[src/rtl/npu_cfg_pkg.sv]
// Shared opcode map, default widths and opcode classification for the NPU
// config dispatch slice.
package npu_cfg_pkg;

  localparam int unsigned DEF_N_PE       = 8;
  localparam int unsigned DEF_DATA_W     = 16;
  localparam int unsigned DEF_OP_W       = 10;
  localparam int unsigned DEF_FIFO_DEPTH = 16;
  localparam int unsigned DEF_RST_PULSE  = 4;

  localparam int unsigned OP_NOP         = 32'h000;
  localparam int unsigned OP_IN_FMT      = 32'h001;
  localparam int unsigned OP_OUT_FMT     = 32'h002;
  localparam int unsigned OP_IN_CNT      = 32'h003;
  localparam int unsigned OP_OUT_CNT     = 32'h004;
  localparam int unsigned OP_SCHED       = 32'h005;
  localparam int unsigned OP_OFFSET      = 32'h006;
  localparam int unsigned OP_SOFT_RST    = 32'h007;
  localparam int unsigned OP_WEIGHT_BASE = 32'h010;

  typedef enum logic [3:0] {
    OPK_NOP,
    OPK_IN_FMT,
    OPK_OUT_FMT,
    OPK_IN_CNT,
    OPK_OUT_CNT,
    OPK_SCHED,
    OPK_OFFSET,
    OPK_SOFT_RST,
    OPK_WEIGHT,
    OPK_ILLEGAL
  } op_kind_e;

  // Classify a zero-extended opcode; weight opcodes are legal only below n_pe.
  function automatic op_kind_e decode_op(input logic [31:0] op, input int unsigned n_pe);
    op_kind_e kind;
    kind = OPK_ILLEGAL;
    case (op)
      OP_NOP:      kind = OPK_NOP;
      OP_IN_FMT:   kind = OPK_IN_FMT;
      OP_OUT_FMT:  kind = OPK_OUT_FMT;
      OP_IN_CNT:   kind = OPK_IN_CNT;
      OP_OUT_CNT:  kind = OPK_OUT_CNT;
      OP_SCHED:    kind = OPK_SCHED;
      OP_OFFSET:   kind = OPK_OFFSET;
      OP_SOFT_RST: kind = OPK_SOFT_RST;
      default: begin
        if ((op >= OP_WEIGHT_BASE) && ((op - OP_WEIGHT_BASE) < n_pe)) begin
          kind = OPK_WEIGHT;
        end
      end
    endcase
    return kind;
  endfunction

endpackage

[src/rtl/npu_sync_fifo.sv]
// Synchronous first-word-fall-through FIFO with registered occupancy count.
// Pushes while full and pops while empty are ignored.
module npu_sync_fifo #(
  parameter int unsigned WIDTH = 26,
  parameter int unsigned DEPTH = 16
) (
  input  logic                       clk,
  input  logic                       rst,
  input  logic                       push,
  input  logic                       pop,
  input  logic [WIDTH-1:0]           din,
  output logic [WIDTH-1:0]           dout,
  output logic                       full,
  output logic                       empty,
  output logic [$clog2(DEPTH+1)-1:0] count
);

  localparam int unsigned ADDR_W = $clog2(DEPTH);
  localparam int unsigned CNT_W  = $clog2(DEPTH+1);

  logic [WIDTH-1:0]  mem [DEPTH];
  logic [ADDR_W-1:0] wr_ptr;
  logic [ADDR_W-1:0] rd_ptr;
  logic              push_ok;
  logic              pop_ok;

  // Status derived from the registered count; qualify the requests with it.
  always_comb begin
    full    = (count == CNT_W'(DEPTH));
    empty   = (count == '0);
    push_ok = push && !full;
    pop_ok  = pop && !empty;
    dout    = mem[rd_ptr];
  end

  // Storage array, written only on an accepted push.
  always_ff @(posedge clk) begin
    if (push_ok) begin
      mem[wr_ptr] <= din;
    end
  end

  // Pointers wrap naturally because DEPTH is a power of two.
  always_ff @(posedge clk or posedge rst) begin
    if (rst) begin
      wr_ptr <= '0;
      rd_ptr <= '0;
      count  <= '0;
    end else begin
      if (push_ok) begin
        wr_ptr <= wr_ptr + ADDR_W'(1);
      end
      if (pop_ok) begin
        rd_ptr <= rd_ptr + ADDR_W'(1);
      end
      case ({push_ok, pop_ok})
        2'b10:   count <= count + CNT_W'(1);
        2'b01:   count <= count - CNT_W'(1);
        default: count <= count;
      endcase
    end
  end

endmodule

[src/rtl/npu_config_dispatch.sv]
// NPU config dispatch: buffers config words, decodes one per cycle into a
// single-cycle write strobe with shared payload, and generates a timed soft
// reset pulse. Overflow and illegal-opcode events are latched until RST.
module npu_config_dispatch
  import npu_cfg_pkg::*;
#(
  parameter int unsigned N_PE       = DEF_N_PE,
  parameter int unsigned DATA_W     = DEF_DATA_W,
  parameter int unsigned OP_W       = DEF_OP_W,
  parameter int unsigned FIFO_DEPTH = DEF_FIFO_DEPTH,
  parameter int unsigned RST_PULSE  = DEF_RST_PULSE
) (
  input  logic                            CLK,
  input  logic                            RST,
  input  logic [OP_W+DATA_W-1:0]          cfg_din,
  input  logic                            cfg_wr_en,
  input  logic                            cfg_rd_en,
  output logic [DATA_W-1:0]               cfg_dout,
  output logic                            cfg_full,
  output logic                            cfg_empty,
  output logic [$clog2(FIFO_DEPTH+1)-1:0] cfg_count,
  output logic [N_PE-1:0]                 weight_wr_en,
  output logic                            input_format_wr_en,
  output logic                            output_format_wr_en,
  output logic                            input_cnt_wr_en,
  output logic                            output_cnt_wr_en,
  output logic                            sched_buf_wr_en,
  output logic                            offset_buf_wr_en,
  output logic                            npu_rst,
  output logic                            cfg_overflow,
  output logic                            cfg_illegal
);

  localparam int unsigned CFG_W   = OP_W + DATA_W;
  localparam int unsigned PULSE_W = $clog2(RST_PULSE + 1);

  logic [CFG_W-1:0]   fifo_dout;
  logic               pop_go;
  logic               busy;
  logic [31:0]        op_ext;
  logic [31:0]        w_idx;
  op_kind_e           op_kind;
  logic [N_PE-1:0]    w_next;
  logic [PULSE_W-1:0] pulse_cnt;
  logic [PULSE_W-1:0] pulse_next;

  npu_sync_fifo #(
    .WIDTH (CFG_W),
    .DEPTH (FIFO_DEPTH)
  ) u_fifo (
    .clk   (CLK),
    .rst   (RST),
    .push  (cfg_wr_en),
    .pop   (pop_go),
    .din   (cfg_din),
    .dout  (fifo_dout),
    .full  (cfg_full),
    .empty (cfg_empty),
    .count (cfg_count)
  );

  // Decode the head-of-FIFO word and decide whether it is popped this cycle.
  always_comb begin
    busy    = (pulse_cnt != '0);
    pop_go  = cfg_rd_en && !cfg_empty && !busy;
    op_ext  = 32'(fifo_dout[CFG_W-1:DATA_W]);
    w_idx   = op_ext - OP_WEIGHT_BASE;
    op_kind = decode_op(op_ext, N_PE);
  end

  // Next weight strobe vector and next soft-reset pulse count.
  always_comb begin
    w_next = '0;
    for (int unsigned k = 0; k < N_PE; k++) begin
      w_next[k] = pop_go && (op_kind == OPK_WEIGHT) && (w_idx == k);
    end
    if (pop_go && (op_kind == OPK_SOFT_RST)) begin
      pulse_next = PULSE_W'(RST_PULSE);
    end else if (pulse_cnt != '0) begin
      pulse_next = pulse_cnt - PULSE_W'(1);
    end else begin
      pulse_next = pulse_cnt;
    end
  end

  // Output strobes, payload, pulse counter and sticky flags.
  // npu_rst is registered from pulse_next so it drops on the first edge after
  // RST release and stays high exactly RST_PULSE cycles after a SOFT_RST pop.
  always_ff @(posedge CLK or posedge RST) begin
    if (RST) begin
      cfg_dout            <= '0;
      weight_wr_en        <= '0;
      input_format_wr_en  <= 1'b0;
      output_format_wr_en <= 1'b0;
      input_cnt_wr_en     <= 1'b0;
      output_cnt_wr_en    <= 1'b0;
      sched_buf_wr_en     <= 1'b0;
      offset_buf_wr_en    <= 1'b0;
      pulse_cnt           <= '0;
      npu_rst             <= 1'b1;
      cfg_overflow        <= 1'b0;
      cfg_illegal         <= 1'b0;
    end else begin
      weight_wr_en        <= w_next;
      input_format_wr_en  <= pop_go && (op_kind == OPK_IN_FMT);
      output_format_wr_en <= pop_go && (op_kind == OPK_OUT_FMT);
      input_cnt_wr_en     <= pop_go && (op_kind == OPK_IN_CNT);
      output_cnt_wr_en    <= pop_go && (op_kind == OPK_OUT_CNT);
      sched_buf_wr_en     <= pop_go && (op_kind == OPK_SCHED);
      offset_buf_wr_en    <= pop_go && (op_kind == OPK_OFFSET);
      if (pop_go && (op_kind != OPK_ILLEGAL)) begin
        cfg_dout <= fifo_dout[DATA_W-1:0];
      end
      pulse_cnt <= pulse_next;
      npu_rst   <= (pulse_next != '0);
      if (cfg_wr_en && cfg_full) begin
        cfg_overflow <= 1'b1;
      end
      if (pop_go && (op_kind == OPK_ILLEGAL)) begin
        cfg_illegal <= 1'b1;
      end
    end
  end

endmodule

[config.mk]
export PLATFORM = sky130hd
export DESIGN_NAME = npu_config_dispatch
export DESIGN_NICKNAME = d
export VERILOG_FILES = /design/src/rtl/npu_cfg_pkg.sv /design/src/rtl/npu_sync_fifo.sv /design/src/rtl/npu_config_dispatch.sv
export SDC_FILE = /design/constraint.sdc
export NUM_CORES = 1
export LEC_CHECK = 0
export CORE_MARGIN = 5
export CORE_UTILIZATION = 54
export DETAILED_ROUTE_END_ITERATION = 7
export PLACE_DENSITY = 0.72
export SLEW_MARGIN = 20
export SYNTH_ARGS = -nofsm -noshare
export SYNTH_HDL_FRONTEND = slang
export SYNTH_SLANG_ARGS = --single-unit
[constraint.sdc]
create_clock -name CLK -period 8.7 [get_ports CLK]
set_input_delay 1.74 -clock CLK [delete_from_list [all_inputs] [get_ports CLK]]
set_output_delay 1.74 -clock CLK [all_outputs]
set_load 0.01 [all_outputs]
=== Word-level counts from Yosys, hierarchy flattened ===
Memory sizes are Yosys's and may differ from the RTL's.
Cells that the tools add are included.

* Register bits: 49
* Memory bits (writable): 416
* Input bits: 30
* Output and inout port bits: 40
* Memories kept: 1

{| class="wikitable"
|+ Memories
! memory !! depth !! width !! rd ports !! clocked after memory_dff !! wr ports !! RTL line !! text
|-
| u_fifo.mem || 16 || 26 || 1 || 0 || 1 || npu_sync_fifo.sv:21 || <nowiki>logic [WIDTH-1:0] mem [DEPTH];</nowiki>
|}

* Add/subtract/negate cells: 6
* Magnitude comparators: 2
* Eq/ne operators: 27
* Mux-type cells: 7
* Reduce and logical (&&, ||, !) cells: 33

{| class="wikitable"
|+ Operators by type and width
! operator !! count
|-
| $eq A32 B3 Y1 const B || 4
|-
| $eq A32 B2 Y1 const B || 2
|-
| $eq A10 B3 Y1 const B || 4
|-
| $eq A32 B1 Y1 const B || 1
|-
| $logic_not A32 Y1 || 1
|-
| $lt A32 B4 Y1 const B || 1
|-
| $pmux W4 S8 || 1
|-
| $logic_and A1 B1 Y1 || 24
|-
| $eq A10 B2 Y1 const B || 2
|-
| $eq A4 B3 Y1 const B || 4
|-
| $sub A10 B5 Y11 const B || 1
|-
| $eq A10 B1 Y1 const B || 1
|-
| $ge A10 B5 Y1 const B || 1
|-
| $logic_not A10 Y1 || 1
|-
| $pmux W5 S2 || 1
|-
| $add A4 B1 Y4 const B || 2
|-
| $eq A4 B2 Y1 const B || 2
|-
| $eq A4 B4 Y1 const B || 2
|-
| $mux W3 || 2
|-
| $reduce_bool A3 Y1 || 2
|-
| $add A5 B1 Y5 const B || 1
|-
| $eq A5 B5 Y1 const B || 1
|-
| $logic_not A5 Y1 || 1
|-
| $sub A5 B1 Y5 const B || 1
|-
| 8 further kinds || 12
|}

=== Longest topological paths before layout ===
Gate-level depths: netlist of run 1.
An unclocked memory read counts as a cell.

* Word-level depth: 10
* Depth in mapped cells: 14
* Mapped depth without buffers: 14

=== Hierarchy ===
A second synthesis of run 1 with hierarchy kept.

* Cells, all modules: 944
* Area, all modules: 18260.0 µm²

{| class="wikitable"
|+ Modules (own cells, without submodules)
! module !! times used !! cells an instance !! area an instance (µm²)
|-
| npu_sync_fifo || 1 || 842 || 16779.8
|-
| npu_config_dispatch || 1 || 102 || 1480.2
|}

=== Worst setup path after synthesis of run 1 ===
OpenSTA, ideal clock, no wires.

* Path type: input -> register
* From: input cfg_wr_en
* To: memory u_fifo.mem[3][0] (enable)
* Setup time: 0.442 ns
* Arrival time: 4.086 ns
* Data required time: 8.258 ns
* Path slack: 4.172 ns
* Stages on the path: 4
* Path buffers: 1
* Path through: and2_1 > clkbuf_1 > nand2_1 > nor3_1

* Cells in the longest elaborated chain, start to end: 3

{| class="wikitable"
|+ RTL lines
! item !! RTL line !! text
|-
| start, declared || npu_config_dispatch.sv:16 || <nowiki>input logic cfg_wr_en,</nowiki>
|-
| $logic_and A1 B1 Y1 || npu_sync_fifo.sv:31 || <nowiki>push_ok = push && !full;</nowiki>
|-
| $mux W1 || npu_sync_fifo.sv:38 || <nowiki>if (push_ok) begin</nowiki>
|-
| $mux W1 (implied by the code) || npu_sync_fifo.sv:39 || <nowiki>mem[wr_ptr] <= din;</nowiki>
|-
| end, declared || npu_sync_fifo.sv:21 ||
|}

Every way passes these cells.

=== Worst setup path after layout of run 1 ===
* From: input cfg_wr_en
* To: memory u_fifo.mem[0][21] (enable)

The elaborated chain is that of the path after synthesis.

==> results by stage, run 1 <==
Outcome:
- The run finished with clean final reports.

Final layout:
- The antenna diode count is 0.
- In the final layout, the share of cells above drive strength 1 is 23.9%.
- From synthesis to final layout, the design area changed by 15.7%.
- The number of nets in the finished design is 984.
- The cell area after layout is 0.0209 mm2.
- The register area is 0.0137 mm2.
- The fill cell total of the finished layout is 2267.
- The area taken by multi-input logic gates is 0.00412 mm2.

Setup path:
- The slack of the worst reg-to-reg path is 4.83 ns.
- In this run the critical register-to-register path is launched from u_fifo.rd_ptr[2].
- Data on the critical path arrives at its endpoint at 4.13 ns.
- The endpoint identified for the worst register-to-register timing path is cfg_dout[7].
- The kind of start point of the critical path is an input port.
- Along the worst path, the maximum fanout reaches 16.
- The critical path endpoint category is a flop.
- The required arrival time at the worst endpoint is 8.90 ns.
- Measured in cells, the most critical reg-to-reg path has a length of 8.
- By startpoint and endpoint, the worst setup path is classified as in -> reg.

Clocking:
- The TritonCTS clock tree is built.
- After clock tree synthesis, the clock-pin slew on the worst setup and hold paths is 0.06 ns.
- In this run, post-CTS repair resized a total of 0 instances.
- The count of hold-fix buffers inserted at cts is 0.
- The maximum count of clock buffers along a single path is 3.
- CTS placed an instance of clkbuf_16 at the clock tree root.
- Buffers added to address setup during post-CTS repair amount to 0.
- Clock tree synthesis found a total of 465 sinks.
- In this run the number of H-tree levels came out at 2.
- The CTS buffer count is 45.
- The source-to-sink clock delay at the later pin of the worst-skew pair is 0.53 ns.

Synth:
- In the synthesized netlist, the number of instances is 847.
- In this run, synthesis inferred 416 flip-flops with an integrated enable.
- The fraction of the yosys area taken by sequential cells is 76.1%.
- In the post-synthesis netlist, the biggest area contributors are edfxtp_1 69%, mux4_2 12%, dfrtp_1 6.7%, mux4_1 1.3%, mux2_2 0.87%.
- After Yosys synthesis, XOR and XNOR cells account for 0.583% of the synthesized area.
- The post-synthesis share of cell area spent on full adders, half adders and majority gates is 0.944%.
- The biggest area contributor in the post-synthesis netlist is edfxtp_1.
- The largest family of logic cells by synthesized area is multiplexers.
- The share of cell area taken by muxes after synthesis is 14.7%.
- The compound-cell area share of the yosys netlist is 1.53%.
- For this run, asynchronously set or reset flops after synthesis account for 10.5%.
- The count of yosys warnings during synthesis is 0.
- The count of cell types in the netlist is 61.
- The most common cell in the synthesized netlist is edfxtp_1.
- The commonest register cell after synthesis is edfxtp_1.
- The share of synthesized cell area in and, or, nand and nor gates is 4.41%.
- Synthesis inferred 465 register bits.
- The cell area that synthesis handed to floorplanning was 0.0180 mm2.
- In this run the mean area of a mapped cell was 21.3 um2.
- Counting instances in the post-synthesis netlist gives the leading cell types as 416 x edfxtp_1, 94 x mux4_2, 48 x dfrtp_1.
- Counting every net in the synthesized netlist gives 890.
- The top cell type's share of synthesized area is 69.3%.

STA:
- At the pin with the least slew margin, the transition time is 1.15 ns.
- The final period utilization is 45.2%.
- On the final layout, the worst clock skew is 0.00803 ns.
- The worst setup slack after layout is 4.77 ns.
- The total count of max-transition violations in the final report came to 0.
- The number of hold-slack violations in the final timing report is 0.
- The tightest slew margin relative to the limit is 23.3%.
- Setup repair after global routing left no endpoint under its margin.
- For the final routed database, the setup TNS stands at 0 ns.
- The achievable frequency is 254 MHz.
- The final count of negative-setup-slack endpoints is 0.
- The final critical path time including I/O delays and setup is 3.93 ns.

Placement:
- The detailed placer's ending HPWL is 19300 um.
- The quantity of I/O buffers inserted on ports is 69.
- The standard cell area after detailed placement is 0.0193 mm2.
- Before CTS, the worst setup slack after placement is 4.08 ns.
- The final RePlAce weighted congestion is 0.765.

Global routing:
- The overall overflow remaining after global route is 0.
- The first global-routing pass estimated 53600 um of wire.
- The via count of the first global-routing pass came to 8563.
- The initial antenna violation count is 1.
- Across every metal layer, demand over resource in global routing totals 19.5%.
- Entering global routing, the biggest net connects 58 pins.

Detailed routing:
- In this run, the number of DRC markers left after iteration 0 of detailed routing was 694.
- The total via count after detailed routing is 8361.
- Once detail routing completed, the nets flagged for antenna violations numbered 0.
- Using the TritonRoute via totals, the vias-per-cell ratio works out to 5.88.
- The average detailed-routed wire length per instance is 24.8 um.
- The DRC violations left is 0.
- The first TritonRoute pass finished after 5 iterations.
- For this block, the routed nets add up to 35400 um of wire.

Floorplanning:
- For this design the top-level I/O count stands at 70.
- The initial cell density of the core is 54.2%.
- The floorplan step defined a die boundary enclosing 0.0371 mm2.
- The floorplan core area is 0.0333 mm2.
- The horizontal die dimension is 193 um.
- The site row count is 67.
- Measured along the y axis, the die boundary spans 193 um.

Hold path:
- The worst hold path terminates at cfg_overflow.
- The number of cells traversed by the worst hold path is 1.
- The classification of the worst-slack hold path is reg -> reg.
- The worst hold path begins at cfg_overflow.

Power:
- Combinational logic is responsible for 26.8% of the overall power.
- For this design the static power due to leakage is 6.88 nW.
- VDD sags by at most 0.171 mV.
- The analysis attributes to net switching a power of 0.00191 W.
- The part of the power in the clock network is 29.1%.
- The share of total power dissipated in sequential elements is 44.1%.
- Dividing total power by cell area gives a power density of 320 mW/mm2.
- In this run switching power makes up 28.6% of total power.
- Cell internal power was estimated by the tool at 0.00477 W.

Run:
- The tool flagged a number of max-cap violations equal to 0.
==> layout by cell type, fill, tap and decap left out, drive strengths merged, types with 12 or more instances in the layout <==
cell	instances
mux4	103
clkbuf	63
nand2	20
ha	12
clkinv	12
clkdlybuf4s50	69
nor2	37
dfrtp	48
nor4	13
edfxtp	416
nor3	25
mux2	21
inv	18
buf	16
==> logic make-up (layout without fill, tap and decap cells) <==
kind of cell               count (synthesis)  count (layout)
adders and majority gates                 13              13
AOI/OAI and AO/OA                         34              34
and+or+nand+nor                          140             140
xor gates and xnor gates                  12              12
muxes                                    128             128
DFF                                      465             465
buffers and inverters                     55             183
==> cell type report <==
class / count / share of cell area (%)
Clock buffer: 63 / 6.11
Clock inverter: 18 / 1.02
Inverter: 17 / 0.306
Multi-Input combinational cell: 327 / 19.7
Sequential cell: 465 / 65.8
Tap cell: 448 / 2.69
Timing Repair Buffer: 85 / 4.35
==> metrics by stage <==
step | hold slack, ns | utilization [%] | total power, W | std cells
CTS | 0.465 | 62.3 | 0.00673 | 1418
floorplan | 0.493 | - | 0.00422 | 847
finish | 0.457 | 62.7 | 0.00668 | 1423
detailed placement | 0.452 | 57.9 | 0.00478 | 1337
global placement | 0.439 | 57.8 | 0.00475 | 1336
global route | 0.498 | 62.7 | 0.00699 | 1423
==> metal layers <==
metal	part of all wire, %	vias up	track usage, %
li1	-	3656	-
met1	42	4396	28.5
met2	50	258	31.3
met3	6.1	49	3.82
met4	1.8	2	4.36
met5	0.037	-	0
==> worst max-delay path, cell delays in order <==
cell             delay, ns
clkdlybuf4s50_1       0.49
and2_1                0.35
nand2_1               0.30
nor3_2                0.82
buf_4                 0.42
==> sequential cells by signal (all words and copies together), names as in the netlist <==
register / count
u_fifo.mem: 416
cfg_dout: 16
weight_wr_en: 8
u_fifo.count: 5
u_fifo.rd_ptr: 4
u_fifo.wr_ptr: 4
pulse_cnt: 3
cfg_illegal: 1
cfg_overflow: 1
input_cnt_wr_en: 1
input_format_wr_en: 1
npu_rst: 1
offset_buf_wr_en: 1
output_cnt_wr_en: 1
output_format_wr_en: 1
sched_buf_wr_en: 1
==> worst max-delay path by stage <==
| stage | startpoint | to | slack (ns) | cells past startpoint |
|---|---|---|---|---|
| 6_report | cfg_wr_en | u_fifo.mem[0][21] | 4.77 | 5 |
| 3_3_place_gp | cfg_wr_en | u_fifo.mem[1][16] | 4.19 | 5 |
| 3_5_place_dp | cfg_wr_en | u_fifo.mem[1][16] | 4.08 | 5 |
| 5_1_grt | u_fifo.rd_ptr[2] | weight_wr_en[2] | 4.53 | 8 |
| 4_1_cts | cfg_wr_en | u_fifo.mem[1][25] | 4.59 | 5 |
| 2_1_floorplan | cfg_wr_en | u_fifo.mem[3][0] | 4.17 | 4 |
==> power groups by stage <==
stage | clock network (W) | logic, W | registers [W]
after floorplan | 0 | 0.00136 | 0.00286
after global placement | 0 | 0.00177 | 0.00298
after detailed placement | 0 | 0.00179 | 0.00299
after CTS | 0.00198 | 0.00181 | 0.00295
after global routing | 0.00207 | 0.00194 | 0.00297
final | 0.00194 | 0.00179 | 0.00294
No activity file was read; power rests on OpenSTA's default activity.
==> inputs of run 2 (changes only) <==
clock period = 3.9 ns   (was 8.7 ns; I/O delays follow)
==> run 2 against run 1 <==
  * Core utilization up 0.087 points
  * Final cell count up 1.5%
  * Critical path type is now reg -> reg
  * Final area up 0.14%
  * Critical path depth up 2
==> results by stage, run 2 (same netlist as run 1, synthesis figures left out) <==
Setup path:
- The arrival time at the worst endpoint is 3.58 ns (-0.55 ns).
- The required arrival time at the worst endpoint was 4.31 ns (-4.59 ns).
- The critical path endpoint category is a flop.
- The startpoint of the lowest-slack register-to-register path is u_fifo.rd_ptr[0].
- The peak per-stage delay on the critical path is 0.95 ns (+0.13 ns).
- The kind of start point of the critical path is a flop.
- The slowest stage of the critical path is the dfrtp_4 cell.
- The worst register-to-register path ends at cfg_dout[9].
- The critical path is of the reg -> reg type.
- The critical path depth is 7 (+2).
- The maximum fanout count along the critical path is 50 (+34).
- The kind of cell with the highest combined delay along the critical path is multiplexers.
- The logic depth of the worst register-to-register path is 7 (-1).
- The worst setup path endpoint is cfg_dout[9].
- The critical path goes through mux4_1 -> nand3b_1 -> and4_1 -> nand2_1 -> nor3_4 -> nand2_4 -> mux2_4.
- The most critical setup path has its startpoint at u_fifo.rd_ptr[0].
- The number of buffer and inverter instances along the worst setup path is 0 (-2).
- The slack of the worst reg-to-reg path is 0.72 ns (-4.11 ns).

Floorplanning:
- The die area is 0.0371 mm2 (unchanged).
- The horizontal die dimension is 193 um (unchanged).
- The site row count came to 67 (unchanged).
- The die height came to 193 um (unchanged).
- The initial cell density of the core is 54.2% (unchanged).
- The number of placed I/O pins is 70 (unchanged).
- The floorplan core area came to 0.0333 mm2 (unchanged).

Final layout:
- The count of placed standard cells in the final layout, fillers left out was 1445 (+1.5%).
- The number of nets in the finished design is 1007 (+2.3%).
- Leaving out fill and tap cells, the most frequent cells in the layout are 416 x edfxtp_1, 94 x mux4_2, 69 x clkdlybuf4s50_1.
- Ranked by flip-flop count, first place goes to u_fifo.mem.
- In the final layout, the registers with the most flip-flops are u_fifo.mem (416), cfg_dout (16), weight_wr_en (8).
- The post-synthesis to final-layout area growth is 15.9%.
- The antenna diode count was 0 (unchanged).
- The number of flip-flops in the largest register came to 416 (unchanged).
- Leaving out fill and tap cells, the most frequent cell in the layout is edfxtp_1.
- The fill cell total of the finished layout is 2233 (-1.5%).
- The share of post-route cells with drive strength above 1 was 25.2% (+1.3 points).

Global routing:
- The via count of the first global-routing pass is 8924 (+4.2%).
- The met2 routing resource usage after global routing came to 33.5% (+2.3 points).
- The met1 track demand over resource in global routing is 28.9% (+0.42 points).
- The wire length of the first global-routing pass is 55900 um (+4.2%).
- The busiest metal layer after global routing is met2.
- The initial antenna violation count was 2 (+1).
- The overall overflow remaining after global route is 0 (unchanged).
- The met3 track utilization from global routing was 3.65% (-0.16 points).
- The largest net degree at the start of global routing is 51 (-12%).
- The total track usage is 20.5% (+0.93 points).

Placement:
- The final RePlAce weighted congestion was 0.744 (-2.7%).
- The detailed placer's ending HPWL is 21200 um (+10%).
- The quantity of I/O buffers inserted on ports was 69 (unchanged).
- The total placed cells including tap cells is 1364 (+2.0%).

Clocking:
- The total number of clock tree sinks was 465 (unchanged).
- The number of levels the H-tree was split into is 2 (unchanged).
- The clock slew seen by the registers of the worst setup and hold paths is 0.06 ns (about the same).
- The number of gates resized after cts is 0 (unchanged).
- The buffer cell driving the clock tree root is clkbuf_16.
- The buffers inserted during post-CTS setup optimization is 0 (unchanged).
- The source-to-sink clock delay at the later pin of the worst-skew pair is 0.54 ns (about the same).
- The TritonCTS clock tree is built.
- The maximum count of clock buffers along a single path came to 3 (unchanged).
- The count of hold-fix buffers inserted at cts came to 0 (unchanged).
- The CTS buffer count is 46 (+2.2%).

Detailed routing:
- The total via count after detailed routing is 8578 (+2.6%).
- The count of routing violations after the opening detailed-route iteration is 645 (-7.1%).
- The total routed wirelength came to 36500 um (+3.2%).
- The post-route antenna net violation count is 0 (unchanged).
- The average detailed-routed wire length per instance is 25.2 um (+1.6%).
- The DRC violations left is 0 (unchanged).
- The number of search-and-repair iterations in the first detailed-routing pass was 5 (unchanged).
- The routed via count divided by cell count came to 5.94 (+1.0%).

STA:
- The transition at the pin with the smallest max-transition slack came to 0.943 ns (-0.204 ns).
- The total count of max-transition violations in the final report was 0 (unchanged).
- The final critical path takes up 81.4% of the cycle.
- The tightest slew margin relative to the limit is 37.0% (+14 points).
- The final total negative setup slack came to 0 ns (unchanged).
- Setup repair after global routing left no endpoint under its margin.
- The final critical path time including I/O delays and setup is 3.18 ns.
- The final hold slack was 0.485 ns (+0.0281 ns).
- The worst setup skew after layout is 0.0236 ns (+0.0156 ns).
- The achievable frequency is 315 MHz.
- The final count of negative-setup-slack endpoints is 0 (unchanged).
- The number of hold-slack violations in the final timing report is 0 (unchanged).

Power:
- The cell-internal power came to 0.0104 W (+120%).
- The net switching power is 0.00424 W (+120%).
- The fraction of power spent switching nets was 28.9% (+0.33 points).
- The leakage dissipation is 6.94 nW (+0.87%).
- The worst ir drop on vdd is 0.526 mV (+210%).
- The combinational cell fraction of total power came to 26.9% (about the same).
- The power density over the cells is 703 mW/mm2 (+120%).
- The part of the power in registers came to 45.1% (+1.0 points).
- The part of the power in the clock network was 28.0% (-1.1 points).

Run:
- The number of maximum-capacitance violations is 0 (unchanged).

Hold path:
- The tightest min-delay check is of the reg -> reg type.

Outcome:
- The flow ran to the end, and the final reports show no timing, DRC or antenna violations.
-- run 2: cell types whose count changed in the layout (fill, tap and decap cells not counted), sizes merged --
| cell | change |
|---|---|
| bufinv | -3 |
| clkbuf | -3 |
| buf | +22 |
| clkinv | +5 |
| inv | +1 |
-- run 2: worst register-to-register path: stages (launching register included) --
cell and delay [ns]:
dfrtp_4 0.95, mux4_1 0.68, nand3b_1 0.11, and4_1 0.26, nand2_1 0.10, nor3_4 0.25
nand2_4 0.30, mux2_4 0.40
-- run 2: metal layers --
metal / vias to the layer above / routed length [um]
met5: - / 27
met1: 4468 / 14500
met4: 4 / 864
met3: 56 / 2770
li1: 3703 / -
met2: 347 / 18300
-- run 2: worst min path at each step --
stage                 start           end  slack (ns)  cells after the start
4_1_cts        cfg_overflow  cfg_overflow        0.49                      1
3_5_place_dp   cfg_overflow  cfg_overflow        0.46                      1
3_3_place_gp   cfg_overflow  cfg_overflow        0.44                      1
5_1_grt        cfg_overflow  cfg_overflow        0.50                      1
2_1_floorplan  cfg_overflow  cfg_overflow        0.49                      1
6_report       cfg_overflow  cfg_overflow        0.49                      1
-- run 2: through the flow --
stage / worst slack [ns] / util [%] / total power (W) / cell area (um2)
2_1_floorplan: 0.332 / - / 0.00942 / 18000
3_3_place_gp: 0.728 / 58.6 / 0.0106 / 19500
3_5_place_dp: 0.662 / 58.6 / 0.0107 / 19500
4_1_cts: 0.647 / 62.8 / 0.0148 / 20900
5_1_grt: 0.513 / 62.8 / 0.0154 / 20900
6_report: 0.725 / 62.8 / 0.0147 / 20900
-- run 2: layout make-up --
cell class	instances	area, um2	share of cell area, %
Sequential cell	465	13700	65.7
Multi-Input combinational cell	327	4110	19.7
Clock buffer	60	1250	6.00
Timing Repair Buffer	107	1030	4.91
Tap cell	448	561	2.68
Clock inverter	21	150	0.718
Inverter	17	63.8	0.305
-- run 2: power groups by stage --
stage,Clock [W],Combinational [W],Sequential [W]
floorplan,0,0.00304,0.00638
global placement,0,0.00393,0.00671
detailed placement,0,0.00399,0.00673
CTS,0.00417,0.00401,0.00664
global route,0.00443,0.00427,0.00670
finish,0.00411,0.00396,0.00663
==> RTL edit (flow settings as in run 2) <==
`DEF_OP_W`: 10 -> 12.
--- a/src/rtl/npu_cfg_pkg.sv
+++ b/src/rtl/npu_cfg_pkg.sv
@@ -6,3 +6,3 @@
   localparam int unsigned DEF_DATA_W     = 16;
-  localparam int unsigned DEF_OP_W       = 10;
+  localparam int unsigned DEF_OP_W       = 12;
   localparam int unsigned DEF_FIFO_DEPTH = 16;
Interface: changed (resized cfg_din); port bits go from 70 to 72. The function was not compared with the original's and may differ.
==> RTL edit against run 2 <==
  * Sequential cell count increased by 32
  * Sequential share of layout area is 0.70 points higher
  * Area after synthesis up 5.2%
  * Count of clock-buffer cells in the layout is 6 higher
  * Total power rose by 5.6%
  * Die area increased by 5.0%
  * Cell area grew 5.9%
  * Wire length up 8.1%
  * Via count rose by 6.4%
  * First-iteration DRC count is 51% higher
  * Worst setup slack worse by 0.086 ns
  * Synthesized cell count is 5.0% higher
  * Critical path type unchanged
  * Critical endpoint is now cfg_dout[12]
==> RTL edit: results (changes against run 2) <==
CP top delay family multiplexers (unchanged); critical path's slowest cell dfrtp_4 (unchanged); static leakage 7.28 nW (was 6.94 nW); arrival time worst endpoint 3.69 ns (was 3.58 ns); Tot GR Track Use 20.6% (was 20.5%); adder-cell area share of the yosys netlist 0.897% (was 0.944%); Port Buf Inserts 71 (was 69); violation count after the first detailed-route iteration 976 (was 645); Clk pin slew, worst setup/hold paths 0.06 ns (about the same); Hold Crit Class reg -> reg (unchanged); compound-gate portion of the synthesized area 1.62% (was 1.53%); worst-margin pin slew 0.831 ns (was 0.943 ns); Filler Cells Inserted 2,281 (was 2,233); # H-tree levels 2 (unchanged); Post-synth top cells edfxtp_1 (448), mux4_2 (110), dfrtp_1 (48), nor2_1 (31), nor3_1 (28) (was edfxtp_1 (416), mux4_2 (94), dfrtp_1 (48), nor2_1 (36), nor3_1 (21)); Area contributors post-synth edfxtp_1 (71%), mux4_2 (13%), dfrtp_1 (6.3%) (was edfxtp_1 (69%), mux4_2 (12%), dfrtp_1 (6.7%)); dpl hpwl 22,600 um (was 21,200 um); largest registers u_fifo.mem (448), cfg_dout (16), weight_wr_en (8) (was u_fifo.mem (416), cfg_dout (16), weight_wr_en (8)); Post-synth ARST share 9.86% (was 10.5%); clk_skew 0.0117 ns (was 0.0236 ns); WL/cell 26.3 um (was 25.2 um); initial antenna violation count 0 (was 2); Placed Area 20,600 sq um (was 19,500 sq um); VDD IR max 0.421 mV (was 0.526 mV); Post-Syn Area per Cell 21.3 sq um (about the same); Post-synth EDFFs 448 (was 416); Clock power frac 29.5% (was 28.0%); root buffer cell clkbuf_16 (unchanged); largest net degree at the start of global routing 41 (was 51); Crit path largest cell delay 0.69 ns (was 0.95 ns); DR vias 9,127 (was 8,578); placed cell count 1,413 (was 1,364); Slew Viols, Final 0 (unchanged); sequential share of the synthesized area 77.4% (was 76.1%); crit-path max FO 27 (was 50); synthesized net count 934 (was 890); number of unique standard cell types used by synthesis 52 (was 61); cell internal pwr 11.2 mW (was 10.4 mW); n_diodes 0 (unchanged); mux cell area share after synthesis 14.6% (was 14.7%); Detailed Routing Iterations Pass 1 5 (unchanged); RD Place Congestion 0.769 (was 0.744); Synth warnings 0 (unchanged); via/cell ratio 6.08 (was 5.94); first-pass GRT wire length 59,400 um (was 55,900 um); share of cells above drive strength 1 25.8% (was 25.2%); Num CTS Buffers 48 (was 46); clk_lat worst skew 0.55 ns; # nets final 1,053 (was 1,007); vias in the first global route 9,368 (was 8,924); status finished clean (unchanged); Synth Area in XOR/XNOR 0.554% (was 0.583%); pwr dens 701 nW/um^2 (was 703 nW/um^2); CTS Buffer Depth 3 (unchanged)
-- RTL edit: changes by cell type after synthesis, moves of 5 or more --
cell and delta:
edfxtp_1 +32, mux4_2 +16, or3_1 +7, nor2_1 -5, nor3_1 +7, nor2b_1 -5, buf_1 -7, buf_2 +5
mux4_1 -9, o21ai_0 +5, clkbuf_1 +10, mux2_4 -7
-- RTL edit: per-layer routing --
layer | GRT usage, % | routed length, um | up-vias
li1 | - | - | 3878
met1 | 30.1 | 16100 | 4797
met2 | 33.6 | 19800 | 384
met3 | 3.12 | 2690 | 68
met4 | 5.14 | 822 | 0
met5 | 0 | 0 | -
-- RTL edit: metrics by stage --
step	utilization (%)	setup slack, ns
global placement	59.4	0.750
detailed placement	59.4	0.697
CTS	63.9	0.655
global route	63.9	0.483
finish	63.9	0.639
floorplan	-	0.193
-- RTL edit: cell type report --
class                   instances  area, sq um  area share (%)
clock buffers                  66         1360            6.13
clock inverters                22          213           0.961
inverters                      18         67.6           0.305
multi-input cells             331         4100            18.5
flip-flops and latches        497        14700            66.4
well taps                     455          569            2.57
repair buffers                112         1130            5.11
-- RTL edit: path summary, 6_finish.rpt --
check,start,end,depth (start not counted),slack [ns]
hold reg to reg,cfg_overflow,cfg_overflow,1,0.47
hold / removal,cfg_overflow,cfg_overflow,1,0.47
min in group asynchronous,RST,u_fifo.count[0],2,0.58
setup reg to reg,u_fifo.rd_ptr[1],cfg_dout[12],7,0.64
max in group asynchronous,RST,u_fifo.rd_ptr[3],3,2.44
setup / recovery,u_fifo.rd_ptr[1],cfg_dout[12],7,0.64
-- RTL edit: worst reg2reg max path: stages (launching register included) --
cell and delay [ns]:
dfrtp_4 0.69, mux4_2 0.59, mux4_2 0.59, a221oi_2 0.28, nand2_1 0.10, and4b_1 0.31, buf_12 0.21, mux2_2 0.37
